===== src/rtl/pc_fetch_unit.sv =====
// PC and instruction-fetch stage: req/ready fetch, next-PC select, retire count.
// Optional macro PC_MISALIGN_TRAP_EN: halt on a misaligned next PC instead of truncating it.
//
// state | meaning
// BOOT  | one idle cycle after reset
// REQ   | imem_req high, waiting for imem_ready
// EXEC  | instr valid for decode; commits next PC unless stalled
// HALT  | misaligned-target trap, terminal until reset
module pc_fetch_unit #(
  parameter logic [31:0] RESET_VECTOR = 32'h0000_0000
) (
  input  logic        clk,
  input  logic        rst_n,
  input  logic [1:0]  pc_control,
  input  logic [31:0] branch_target,
  input  logic [31:0] jal_target,
  input  logic [31:0] jalr_target,
  input  logic        stall,
  output logic        imem_req,
  output logic [31:0] imem_addr,
  input  logic        imem_ready,
  input  logic [31:0] imem_rdata,
  output logic [31:0] instr,
  output logic        instr_valid,
  output logic [31:0] pc,
  output logic [31:0] pc_plus4,
  output logic [31:0] instret,
  output logic        misaligned,
  output logic        halted
);

  typedef enum logic [1:0] {
    S_BOOT = 2'd0,
    S_REQ  = 2'd1,
    S_EXEC = 2'd2,
    S_HALT = 2'd3
  } state_t;

  state_t      state, state_nxt;
  logic [31:0] pc_q, instr_q, instret_q;
  logic [31:0] target, pc_commit;
  logic        target_bad, commit;

  assign pc_plus4 = pc_q + 32'd4;

  always_comb begin
    target = pc_plus4;
    case (pc_control)
      2'b00:   target = pc_plus4;
      2'b01:   target = branch_target;
      2'b10:   target = jal_target;
      default: target = jalr_target & ~32'h1;
    endcase
  end

`ifdef PC_MISALIGN_TRAP_EN
  assign target_bad = (target[1:0] != 2'b00);
  assign pc_commit  = target;
`else
  assign target_bad = 1'b0;
  assign pc_commit  = target & ~32'h3;
`endif

  always_comb begin
    state_nxt = state;
    commit    = 1'b0;
    case (state)
      S_BOOT: state_nxt = S_REQ;
      S_REQ:  if (imem_ready) state_nxt = S_EXEC;
      S_EXEC: begin
        if (!stall) begin
          if (target_bad) begin
            state_nxt = S_HALT;
          end else begin
            commit    = 1'b1;
            state_nxt = S_REQ;
          end
        end
      end
      S_HALT:  state_nxt = S_HALT;
      default: state_nxt = S_BOOT;
    endcase
  end

  always_ff @(posedge clk) begin
    if (!rst_n) begin
      state     <= S_BOOT;
      pc_q      <= RESET_VECTOR;
      instr_q   <= 32'h0000_0013;
      instret_q <= 32'd0;
    end else begin
      state <= state_nxt;
      if (state == S_REQ && imem_ready) instr_q <= imem_rdata;
      if (commit) begin
        pc_q      <= pc_commit;
        instret_q <= instret_q + 32'd1;
      end
    end
  end

  assign imem_req    = (state == S_REQ);
  assign imem_addr   = pc_q;
  assign instr_valid = (state == S_EXEC);
  assign instr       = instr_q;
  assign pc          = pc_q;
  assign instret     = instret_q;

  // HALT is only reachable through a trap, so both flags are the HALT state itself.
`ifdef PC_MISALIGN_TRAP_EN
  assign misaligned = (state == S_HALT);
  assign halted     = (state == S_HALT);
`else
  assign misaligned = 1'b0;
  assign halted     = 1'b0;
`endif

endmodule


===== config.mk =====
export PLATFORM = sky130hd
export DESIGN_NAME = pc_fetch_unit
export DESIGN_NICKNAME = d
export VERILOG_FILES = /design/src/rtl/pc_fetch_unit.sv
export SDC_FILE = /design/constraint.sdc
export NUM_CORES = 1
export LEC_CHECK = 0
export CORE_MARGIN = 8
export CORE_UTILIZATION = 36
export CTS_CLUSTER_SIZE = 28
export DETAILED_ROUTE_END_ITERATION = 10
export PLACE_DENSITY = 0.77
export SLEW_MARGIN = 10
export SYNTH_ARGS = -nofsm -noshare
export SYNTH_HDL_FRONTEND = slang
export SYNTH_SLANG_ARGS = --single-unit

===== constraint.sdc =====
create_clock -name clk -period 2.25 [get_ports clk]
set_input_delay 0.45 -clock clk [delete_from_list [all_inputs] [get_ports clk]]
set_output_delay 0.45 -clock clk [all_outputs]
set_load 0.01 [all_outputs]

* Yosys cells after proc, flatten, opt, wreduce, memory -nomap -nowiden
Index checks and enable logic that the tools add are counted.
** Operators by class
- Add/sub/neg operators :: 2
- Multipliers :: 0
- Divide/modulo/power cells :: 0
- Order comparisons :: 0
- Equality and inequality tests :: 7
- Shift operators :: 0
- Mux-type cells :: 6
- Bitwise logic cells :: 0
- Reduce and logical (&&, ||, !) cells :: 4
** Operators with widths (count)
- $pmux 32 s3 :: 1
- $add 32x1->32 const B :: 1
- $add 32x3->32 const B :: 1
- $pmux 2 s4 :: 1
- $eq 2x2->1 const B :: 3
- $eq 2x1->1 const B :: 2
- $logic_not 2->1 :: 2
- $mux 2 :: 2
- $mux 1 :: 2
- $ne 2x1->1 const B :: 1
- $ne 2x2->1 const B :: 1
- $reduce_and 2->1 :: 1
- $logic_and 1x1->1 :: 1
** Storage, ports and cells
- Flip-flop bits (word level) :: 96
- Bits in latches :: 0
- Bits in writable memories :: 0
- Memory bits (read-only) :: 0
- Input port bits :: 134
- Output and inout port bits :: 164
- Memories :: 0

* Depth between registers and ports, before layout
Gate-level depths: netlist (run 1).
- Depth in word-level cells :: 3
- Gate-level depth with buffers :: 7
- Depth with buffers taken out :: 6

* Worst setup path after synthesis (run 1)
Ideal clock, no wire load.
- Path type :: reg-to-output
- From :: register pc_q[7] (netlist: imem_addr[7])
- To :: output port pc_plus4[27]
- Data arrival time :: 2.131 ns
- Required time :: 1.800 ns
- Path slack :: -0.331 ns
- Stages on the path, launching flop included :: 7
- Cell sequence :: dfxtp_1 > buf_2 > nand3_1 > or3_1 > clkbuf_1 > or4_2 > xnor2_1
** Between the ends
- Longest elaborated chain between the ends :: 1
** Ends and longest elaborated chain
- start, declared :: RTL line 40 : logic [31:0] pc_q, instr_q, instret_q;
- start signal, assigned :: RTL line 95 : pc_q <= pc_commit;
- $add 32x3->32 :: RTL line 44 : assign pc_plus4 = pc_q + 32'd4;
- end, declared :: RTL line 26 : output logic [31:0] pc_plus4,
No other way between the ends.

* Worst setup path after layout (run 1)
- From :: register pc_q[12] (netlist: imem_addr[12])
- To :: output port pc_plus4[27]
Same word-level chain as after synthesis.

==> results_dict.tcl, run 1 <==
set metrics [dict create \
    r2r_setup_slack_ns 0.11 \
    met3_length_mm 1.730 \
    cp.arrival_ns 2.15 \
    grt_pass1_wl_mm 34.89 \
    rr_startpoint "imem_addr[6]$_SDFFE_PN0P_" \
    die_h_um 141.6 \
    crit_chain "nand3_4 > or3_4 > or4_4 > xnor2_2 > buf_4" \
    n_antenna_cell 0 \
    syn_to_final_growth_pct 72.86 \
    synth_warnings 0 \
    synthTopCellsByCount "104 x nand2_1, 96 x dfxtp_1, 63 x a21oi_1" \
    clock_skew_ns 0.005887 \
    grt_antenna_before_repair 0 \
    crit_buf_inv 1 \
    synth.area.top_cells "dfxtp_1 34%, nand2_1 6.9%, a21oi_1 5.6%, buf_4 5.2%, xor2_1 4.6%" \
    synth_top_area_share 0.3386 \
    overflow 0 \
    synth-edff-count 0 \
    wl_met2_mm 11.74 \
    dpl.hpwl_mm 17.44 \
    port_buffers 283 \
    path_clk_slew_ns 0.07 \
    drt_first_iter_violations 446 \
    first_pass_iters 5 \
    fmax_mhz 384.6 \
    setup_viol 15 \
    postSynthAreaPerCell_um2 7.982 \
    synth_cells 711 \
    routed.top_layer "met4" \
    wire_per_inst_um 18.61 \
    final-hold-violation-count 0 \
    drive_gt1_frac 0.2399 \
    dr_total_vias 6531 \
    synth_area_leader_cell "dfxtp_1" \
    ys.flop_type "dfxtp_1" \
    reg2reg_depth 7 \
    yosys.cell_types.count 57 \
    nets 1173 \
    ir_drop_mv 0.3834 \
    worstSetupPathType "reg2out" \
    cts_hold_buf 0 \
    synth_seq_cells 96 \
    cts_buffer_depth 2 \
    clkSinkCount 96 \
    min_path_cells 2 \
    startpoint_type "register" \
    seq_area_frac_synth 0.3386 \
    via_per_inst 5.192 \
    postRouteAntennaNets 0 \
    hold_start "instr[11]$_SDFFE_PN0P_" \
    async_flop_share 0 \
    grt_pass1_vias 6316 \
    fin_hold_ws_ns 0.4550 \
    yosysMostFrequentCell "nand2_1" \
    crit_fanout 5 \
    drt-total-wl_mm 23.41 \
    fp.coreArea_um2 15660 \
    grt_max_degree 65 \
    tns_ns -2.609 \
    m1WireLength_mm 9.472 \
    crit_family "simple AND/OR/NAND/NOR gates" \
    slew_viol_final 0 \
    cp_num_cells 5 \
    start_util 0.3625 \
    slowest_delay_ns 0.59 \
    hp-class "reg2reg" \
    critPathRequiredTime_ns 1.80 \
    ctsHtreeMaxLevel 3 \
    die_w_um 141.6 \
    gp_congestion 0.9092 \
    synth.cell_area_um2 5675 \
    maxCapViolCount 0 \
    worst_pin_slew_ns 0.6389 \
    rows 46 \
    cts_tree "built" \
    whs_endpoint "instr[11]$_SDFFE_PN0P_" \
    finalCritPeriodShare 1.156 \
    fin_ws_ns -0.3500 \
    p_per_area_nw_per_um2 414.6 \
    r2r_end "imem_addr[25]$_SDFFE_PN0P_" \
    slew_headroom 0.5741 \
    pin_count 298 \
    ctsRootBufferMaster "clkbuf_16" \
    clock_latency_ns 0.35 \
    layout_min_cycle_time_ns 2.600 \
    drc 0 \
    track_usage 0.2193 \
    violations "setup timing" \
    status "complete, but fails checks" \
    critPathCaptureType "output pin" \
    die_area_um2 20040 \
    cts_buffers 9 \
    rsz0062_at_grt "true" \
    cp_slowest_cell "or4_4" \
    leakagePower_nw 3.807 \
]
==> how the worst max path moves through the flow <==
stage	from	slack, ns	endpoint
6_report	imem_addr[12]$_SDFFE_PN0P_	-0.35	pc_plus4[27]
5_1_grt	imem_addr[12]$_SDFFE_PN0P_	-0.43	pc_plus4[27]
4_1_cts	imem_addr[6]$_SDFFE_PN0P_	-0.37	pc_plus4[31]
3_5_place_dp	imem_addr[12]$_SDFFE_PN0P_	-0.45	pc_plus4[31]
3_3_place_gp	imem_addr[12]$_SDFFE_PN0P_	-0.36	pc_plus4[31]
2_1_floorplan	imem_addr[10]$_SDFFE_PN0P_	-0.006	pc_plus4[31]
==> sequential cells by signal (all words and copies together), names as in the netlist <==
name	count
state	2
instret	32
instr	32
imem_addr	30
==> layer usage <==
metal / up-vias / GRT usage
met2: 275 / 0.3829
li1: 3118 / -
met1: 3090 / 0.2566
met5: - / 0
met4: 0 / 0.06727
met3: 48 / 0.05880
==> worst register-to-register path, cell delays in order, from the launching register on <==
cell and delay [ns]:
dfxtp_4 0.36, nand3_4 0.08, or2_4 0.26, or4_4 0.56
buf_6 0.15, buf_4 0.13, o211a_1 0.21, o31a_1 0.28
==> what timing repair did <==
item	in CTS	in global routing
gates resized for setup	142	38
pin swaps	17	17
endpoints found under the hold margin	0	0
buffers inserted	21	8
endpoints found under the setup margin	27	26
==> layout by cell type (no fill, tap or decap), types with 12 or more instances in the layout <==
| master | Yosys | routed |
|---|---|---|
| o21ai_0 | 23 | 23 |
| dfxtp_2 | 0 | 12 |
| nand2_1 | 104 | 98 |
| xnor2_1 | 19 | 14 |
| mux2_2 | 14 | 14 |
| a21oi_1 | 63 | 63 |
| nor2_1 | 57 | 49 |
| dfxtp_1 | 96 | 80 |
| nand3_1 | 37 | 34 |
| nand4_1 | 19 | 19 |
| or3_1 | 14 | 12 |
| buf_2 | 3 | 17 |
| buf_6 | 2 | 21 |
| clkdlybuf4s50_1 | 0 | 253 |
| xor2_1 | 30 | 26 |
| buf_4 | 39 | 92 |
==> logic make-up (layout without fill, tap and decap cells) <==
family | Yosys count | after routing | synth area share
compound gates | 140 | 140 | 0.1519
xor+xnor | 49 | 49 | 0.07562
fa+ha+maj | 2 | 2 | 0.004408
buf+inv | 99 | 423 | 0.1023
flops | 96 | 96 | 0.3386
mux | 32 | 32 | 0.07936
other cells | 1 | 8 | 0.0006607
simple gates | 292 | 292 | 0.2471
==> power by group <==
group          switching, mW  total [mW]  internal (mW)
sequential            0.0334        1.78           1.74
combinational          0.346       0.818          0.471
clock                  0.689        1.47          0.784
==> layout make-up <==
type                            instances  area (um^2)
Fill cell                            1370         5844
Clock buffer                           10        239.0
Tap cell                              216        270.3
Inverter                                8        30.03
Timing Repair Buffer                  399         3760
Clock inverter                          6        43.79
Sequential cell                        96         1952
Multi-Input combinational cell        523         3516
==> stage by stage <==
stage,total power [mW],instance area (um^2),setup slack (ns),utilization,instances
global placement,2.618,9091,-0.3634,0.5807,1216
CTS,4.094,9641,-0.3732,0.6158,1253
detailed placement,2.626,9091,-0.4452,0.5807,1216
global route,4.227,9811,-0.4299,0.6267,1258
floorplan,2.155,5804,-0.005869,-,718
finish,4.068,9811,-0.3500,0.6267,1258
(Power assumes the default switching activity.)
==> run 2: changes to the inputs <==
--- a/config.mk
+++ b/config.mk
@@ -10,6 +10,7 @@
 export CTS_CLUSTER_SIZE = 28
 export DETAILED_ROUTE_END_ITERATION = 10
 export PLACE_DENSITY = 0.77
+export SETUP_SLACK_MARGIN = 0.1
 export SLEW_MARGIN = 10
 export SYNTH_ARGS = -nofsm -noshare
 export SYNTH_HDL_FRONTEND = slang
==> results_dict.tcl, run 2 (same netlist as run 1, synthesis figures left out) <==
set metrics [dict create \
    grt_pass1_vias 6376 \
    drt-total-wl_mm 23.50 \
    drc 0 \
    path_clk_slew_ns 0.07 \
    die_w_um 141.6 \
    finalCritPeriodShare 1.134 \
    rows 46 \
    grt_pass1_wl_mm 35.20 \
    drt_first_iter_violations 417 \
    slew_viol_final 0 \
    total_power_mw 4.063 \
    violations "setup timing" \
    ctsHtreeMaxLevel 3 \
    wire_per_inst_um 18.53 \
    fp.coreArea_um2 15660 \
    critPathCaptureType "output pin" \
    final-hold-violation-count 0 \
    ir_drop_mv 0.4311 \
    rsz0062_at_grt "true" \
    leakagePower_nw 3.868 \
    postRouteAntennaNets 0 \
    worst_pin_slew_ns 0.6016 \
    pin_count 298 \
    first_pass_iters 5 \
    hp-class "reg2reg" \
    cp.arrival_ns 2.10 \
    gp_congestion 0.8843 \
    cts_hold_buf 0 \
    via_per_inst 5.156 \
    die_h_um 141.6 \
    ctsRootBufferMaster "clkbuf_16" \
    dr_total_vias 6538 \
    die_area_um2 20040 \
    clock_latency_ns 0.35 \
    grt_antenna_before_repair 1 \
    p_per_area_nw_per_um2 411.2 \
    dp_slack_ns -0.3662 \
    nets 1183 \
    tns_ns -2.340 \
    setup_viol 16 \
    final_area_um2 9882 \
    fin_ws_ns -0.3007 \
    clkSinkCount 96 \
    fmax_mhz 392.0 \
    slew_headroom 0.5989 \
    maxCapViolCount 0 \
    dpl.hpwl_mm 17.59 \
    layout_min_cycle_time_ns 2.551 \
    status "complete, but fails checks" \
    final_cell_mix "254 x clkdlybuf4s50_1, 104 x buf_4, 97 x nand2_1, 74 x dfxtp_1, 63 x a21oi_1" \
    cts_buffers 9 \
    critPathRequiredTime_ns 1.80 \
    worstSetupPathType "reg2out" \
    final_cells 1268 \
    critPathLaunch "imem_addr[8]$_SDFFE_PN0P_" \
    crit_fanout 3 \
    start_util 0.3625 \
    cts_buffer_depth 2 \
    dp.cells 1221 \
    dpl_cell_area_um2 9121 \
    hold_start "instr[16]$_SDFFE_PN0P_" \
    n_antenna_cell 0 \
    track_usage 0.2224 \
    cts_tree "built" \
    final_common_cell "clkdlybuf4s50_1" \
    port_buffers 283 \
    overflow 0 \
    grt_max_degree 36 \
    syn_to_final_growth_pct 74.12 \
    drive_gt1_frac 0.2633 \
    rr_startpoint "imem_addr[8]$_SDFFE_PN0P_" \
    startpoint_type "register" \
    clock_skew_ns 0.008111 \
]
run 2: final timing paths:
kind	end	slack, ns	depth (start not counted)
worst max-delay path	pc_plus4[25]	-0.30	7
worst min-delay path	instr[16]$_SDFFE_PN0P_	0.45	2
worst max register to register	imem_addr[29]$_SDFFE_PN0P_	0.02	13
worst min register to register	instr[16]$_SDFFE_PN0P_	0.45	2
run 2: critical path, cell delays in order (launching register included):
cell and delay [ns]:
dfxtp_2 0.35, nand3_4 0.08, or2_1 0.25, or4_4 0.57
buf_6 0.15, nor2_4 0.09, xor2_2 0.13, buf_2 0.14
run 2: power by group:
part | internal [mW] | switching [mW]
Combinational | 0.468 | 0.348
Clock | 0.764 | 0.710
Sequential | 1.74 | 0.0306
Total | 2.97 | 1.09
run 2: per-layer routing:
layer  vias to the layer above  wire (um)  global-route usage  share of wire
li1                       3131          -                   -              -
met1                      3096       9005              0.2555           0.38
met2                       268      11920              0.3869           0.51
met3                        41       1933             0.06384          0.082
met4                         2        620             0.07688          0.026
met5                         -         13                   0        0.00055
run 2: per-stage QoR:
step                  util  hold WS, ns
floorplan                -       0.4805
global placement    0.5826       0.4405
detailed placement  0.5826       0.4465
CTS                 0.6136       0.4559
global route        0.6312       0.4710
finish              0.6312       0.4542
run 2: repair_timing:
action                     CTS  global route
setup buffers               20            16
gates resized for setup    153            44
setup endpoints to repair   32            32
pin swaps                   16            24
run 2: area by class of cell:
type                       instances  area [um^2]
tap                              216        270.3
multi-input combinational        523         3578
timing repair buffer             409         3761
clock inverter                     7        55.05
inverter                           8        30.03
clock buffer                       9        225.2
fill                            1326         5773
sequential                        96         1962
==> run 3: changes to the inputs <==
--- a/config.mk
+++ b/config.mk
@@ -5,12 +5,13 @@
 export SDC_FILE = /design/constraint.sdc
 export NUM_CORES = 1
 export LEC_CHECK = 0
+export ABC_AREA = 1
 export CORE_MARGIN = 8
-export CORE_UTILIZATION = 36
+export CORE_UTILIZATION = 37
 export CTS_CLUSTER_SIZE = 28
 export DETAILED_ROUTE_END_ITERATION = 10
-export PLACE_DENSITY = 0.77
-export SETUP_SLACK_MARGIN = 0.1
+export PLACE_DENSITY = 0.78
+export SETUP_SLACK_MARGIN = 0.3
 export SLEW_MARGIN = 10
 export SYNTH_ARGS = -nofsm -noshare
 export SYNTH_HDL_FRONTEND = slang
==> results_dict.tcl, run 3 <==
set metrics [dict create \
    status "complete, but fails checks" \
    violations "setup timing" \
    tns_ns -0.1195 \
    seq_area_um2 1949 \
    final-hold-violation-count 0 \
    power_switching_mw 1.071 \
    path_clk_slew_ns 0.07 \
    multi_input_comb_area_um2 3537 \
    dr_total_vias 7136 \
    worstSetupPathType "reg2out" \
    crit_chain "ha_4 > nand2_4 > nor2_4 > nand2_4 > nor2_4 > buf_6 > nand2_2 > nand2_2 > and2_4 > buf_6" \
    postRouteAntennaNets 0 \
    crit_buf_inv 2 \
    die_area_um2 20120 \
    fill_cells 1419 \
    clock_latency_ns 0.36 \
    critPathCaptureType "output pin" \
    setup_viol 5 \
    finalCritPeriodShare 1.023 \
    die_h_um 141.9 \
    yosysMostFrequentCell "nand2_1" \
    synth_xor_area_frac 0.04526 \
    p_clk_frac 0.393 \
    dp_slack_ns -0.09996 \
    rsz0062_at_grt "true" \
    layout_min_cycle_time_ns 2.303 \
    synth_fa_ha_area_frac 0.004270 \
    syn_to_final_growth_pct 68.87 \
    final_core_util 0.6322 \
    grt_pass1_vias 6964 \
    gp_congestion 0.9189 \
    cts_hold_buf 0 \
    n_antenna_cell 0 \
    slew_viol_final 0 \
    overflow 0 \
    port_buffers 283 \
    grt_pass1_wl_mm 34.82 \
    seq_area_frac_synth 0.3279 \
    first_pass_iters 5 \
    synth_seq_cells 96 \
    fin_ws_ns -0.05268 \
    synth.cell_area_um2 5861 \
    intPower_mw 3.030 \
    cts_tree "built" \
    crit_fanout 4 \
    async_flop_share 0 \
    grt_antenna_before_repair 0 \
    ctsHtreeMaxLevel 3 \
    synth_area_leader_cell "dfxtp_1" \
    synth_top_family_by_area "simple AND/OR/NAND/NOR gates" \
    comb_power_share 0.177 \
    fmax_mhz 434.3 \
    track_usage 0.2147 \
    yosys.area_share.simple 0.3967 \
    clkSinkCount 96 \
    cp_slowest_cell "dfxtp_2" \
    rows 46 \
    p_per_area_nw_per_um2 414.4 \
    startpoint_type "register" \
    critPathRequiredTime_ns 1.80 \
    start_util 0.3744 \
    postSynthAreaPerCell_um2 6.343 \
    final_area_um2 9897 \
    dpl.hpwl_mm 17.31 \
    maxCapViolCount 0 \
    synth-compound-area-share 0.1132 \
    drt_first_iter_violations 372 \
    hp-class "reg2reg" \
    via_per_inst 4.838 \
    drt-total-wl_mm 22.85 \
    nets 1390 \
    worst_pin_slew_ns 0.5251 \
    synth-edff-count 0 \
    slowest_delay_ns 0.36 \
    synth_mux_area_frac 0 \
    ir_drop_mv 0.3378 \
    dpl_cell_area_um2 9067 \
    pin_count 298 \
    final_cell_mix "319 x nand2_1, 247 x clkdlybuf4s50_1, 108 x nor2_1, 86 x buf_4, 80 x dfxtp_1" \
    p_sw_frac 0.2611 \
    crit_family "simple AND/OR/NAND/NOR gates" \
    yosys.cell_types.count 40 \
    synth_top_area_share 0.3279 \
    slew_headroom 0.6472 \
    synth.area.top_cells "dfxtp_1 33%, nand2_1 22%, nor2_1 7.7%, a21oi_1 6.2%, buf_4 4.9%" \
    synth_cells 924 \
    ctsRootBufferMaster "clkbuf_16" \
    drive_gt1_frac 0.1970 \
    ys.flop_type "dfxtp_1" \
    power_frac_seq 0.431 \
    synth_warnings 0 \
    final_common_cell "nand2_1" \
    cts_buffer_depth 2 \
    cts_buffers 9 \
    die_w_um 141.9 \
    cp.arrival_ns 1.85 \
    fp.coreArea_um2 15660 \
    leakagePower_nw 4.035 \
    grt_max_degree 39 \
    drc 0 \
    synthTopCellsByCount "340 x nand2_1, 121 x nor2_1, 96 x dfxtp_1" \
    wire_per_inst_um 15.49 \
    clock_skew_ns 0.009506 \
]
[run 3: changes by cell type after synthesis, moves of 11 or more]
cell	before	now
nand2_1	104	340
nor2_1	57	121
inv_1	8	56
clkbuf_1	40	22
a221oi_1	0	17
mux2_2	14	0
or3_1	14	0
xnor2_1	19	5
xor2_1	30	16
a22oi_1	11	0
[run 3: tightest hold or removal path, cell delays in order (launching register included)]
cell	delay, ns
dfxtp_1	0.31
nand2_1	0.06
a21oi_1	0.05
[run 3: timing repair]
item | 4_1_cts | 5_1_grt
gates resized for setup | 169 | 53
setup endpoints to repair | 33 | 40
pin swaps | 25 | 25
setup buffers | 29 | 11
[run 3: through the flow]
| step | total power, mW | hold WS, ns | instances |
|---|---|---|---|
| floorplan | 2.089 | 0.4674 | 931 |
| global placement | 2.514 | 0.4492 | 1419 |
| detailed placement | 2.524 | 0.4568 | 1419 |
| CTS | 4.144 | 0.4656 | 1464 |
| global route | 4.253 | 0.4815 | 1475 |
| finish | 4.101 | 0.4651 | 1475 |
[run 3: cell families (layout without fill, tap and decap cells)]
kind of cell	Yosys count	in the layout
adders and majority gates	2	2
AOI/OAI and AO/OA	114	114
and+or+nand+nor	552	552
DFF	96	96
buffers and inverters	133	461
other	1	8
xor gates and xnor gates	26	26
[run 3: final timing paths]
path / from / to / slack (ns) / depth (start not counted)
setup / recovery: imem_addr[3]$_SDFFE_PN0P_ / pc_plus4[28] / -0.05 / 10
hold / removal: instr[23]$_SDFFE_PN0P_ / instr[23]$_SDFFE_PN0P_ / 0.47 / 2
setup reg to reg: imem_addr[14]$_SDFFE_PN0P_ / imem_addr[19]$_SDFFE_PN0P_ / 0.18 / 16
hold reg to reg: instr[23]$_SDFFE_PN0P_ / instr[23]$_SDFFE_PN0P_ / 0.47 / 2
[run 3: power by group through the flow]
stage          Sequential, mW  Clock, mW  Combinational [mW]
5_1_grt                  1.77       1.70               0.784
4_1_cts                  1.77       1.65               0.722
6_report                 1.77       1.61               0.725
3_3_place_gp             1.80          0               0.710
3_5_place_dp             1.81          0               0.717
2_1_floorplan            1.83          0               0.261
[run 3: layer usage]
layer	GRT usage	up-vias	share of wire
li1	-	3542	-
met2	0.3978	297	0.51
met1	0.2197	3252	0.37
met5	0	-	0
met3	0.06653	45	0.091
met4	0.08649	0	0.028
[run 3: area by class of cell]
| cell class | instances | share of cell area |
|---|---|---|
| well taps | 216 | 0.02731 |
| flip-flops and latches | 96 | 0.1970 |
| clock inverters | 6 | 0.007332 |
| clock buffers | 10 | 0.02314 |
| multi-input cells | 702 | 0.3574 |
| inverters | 59 | 0.02288 |
| repair buffers | 386 | 0.3650 |
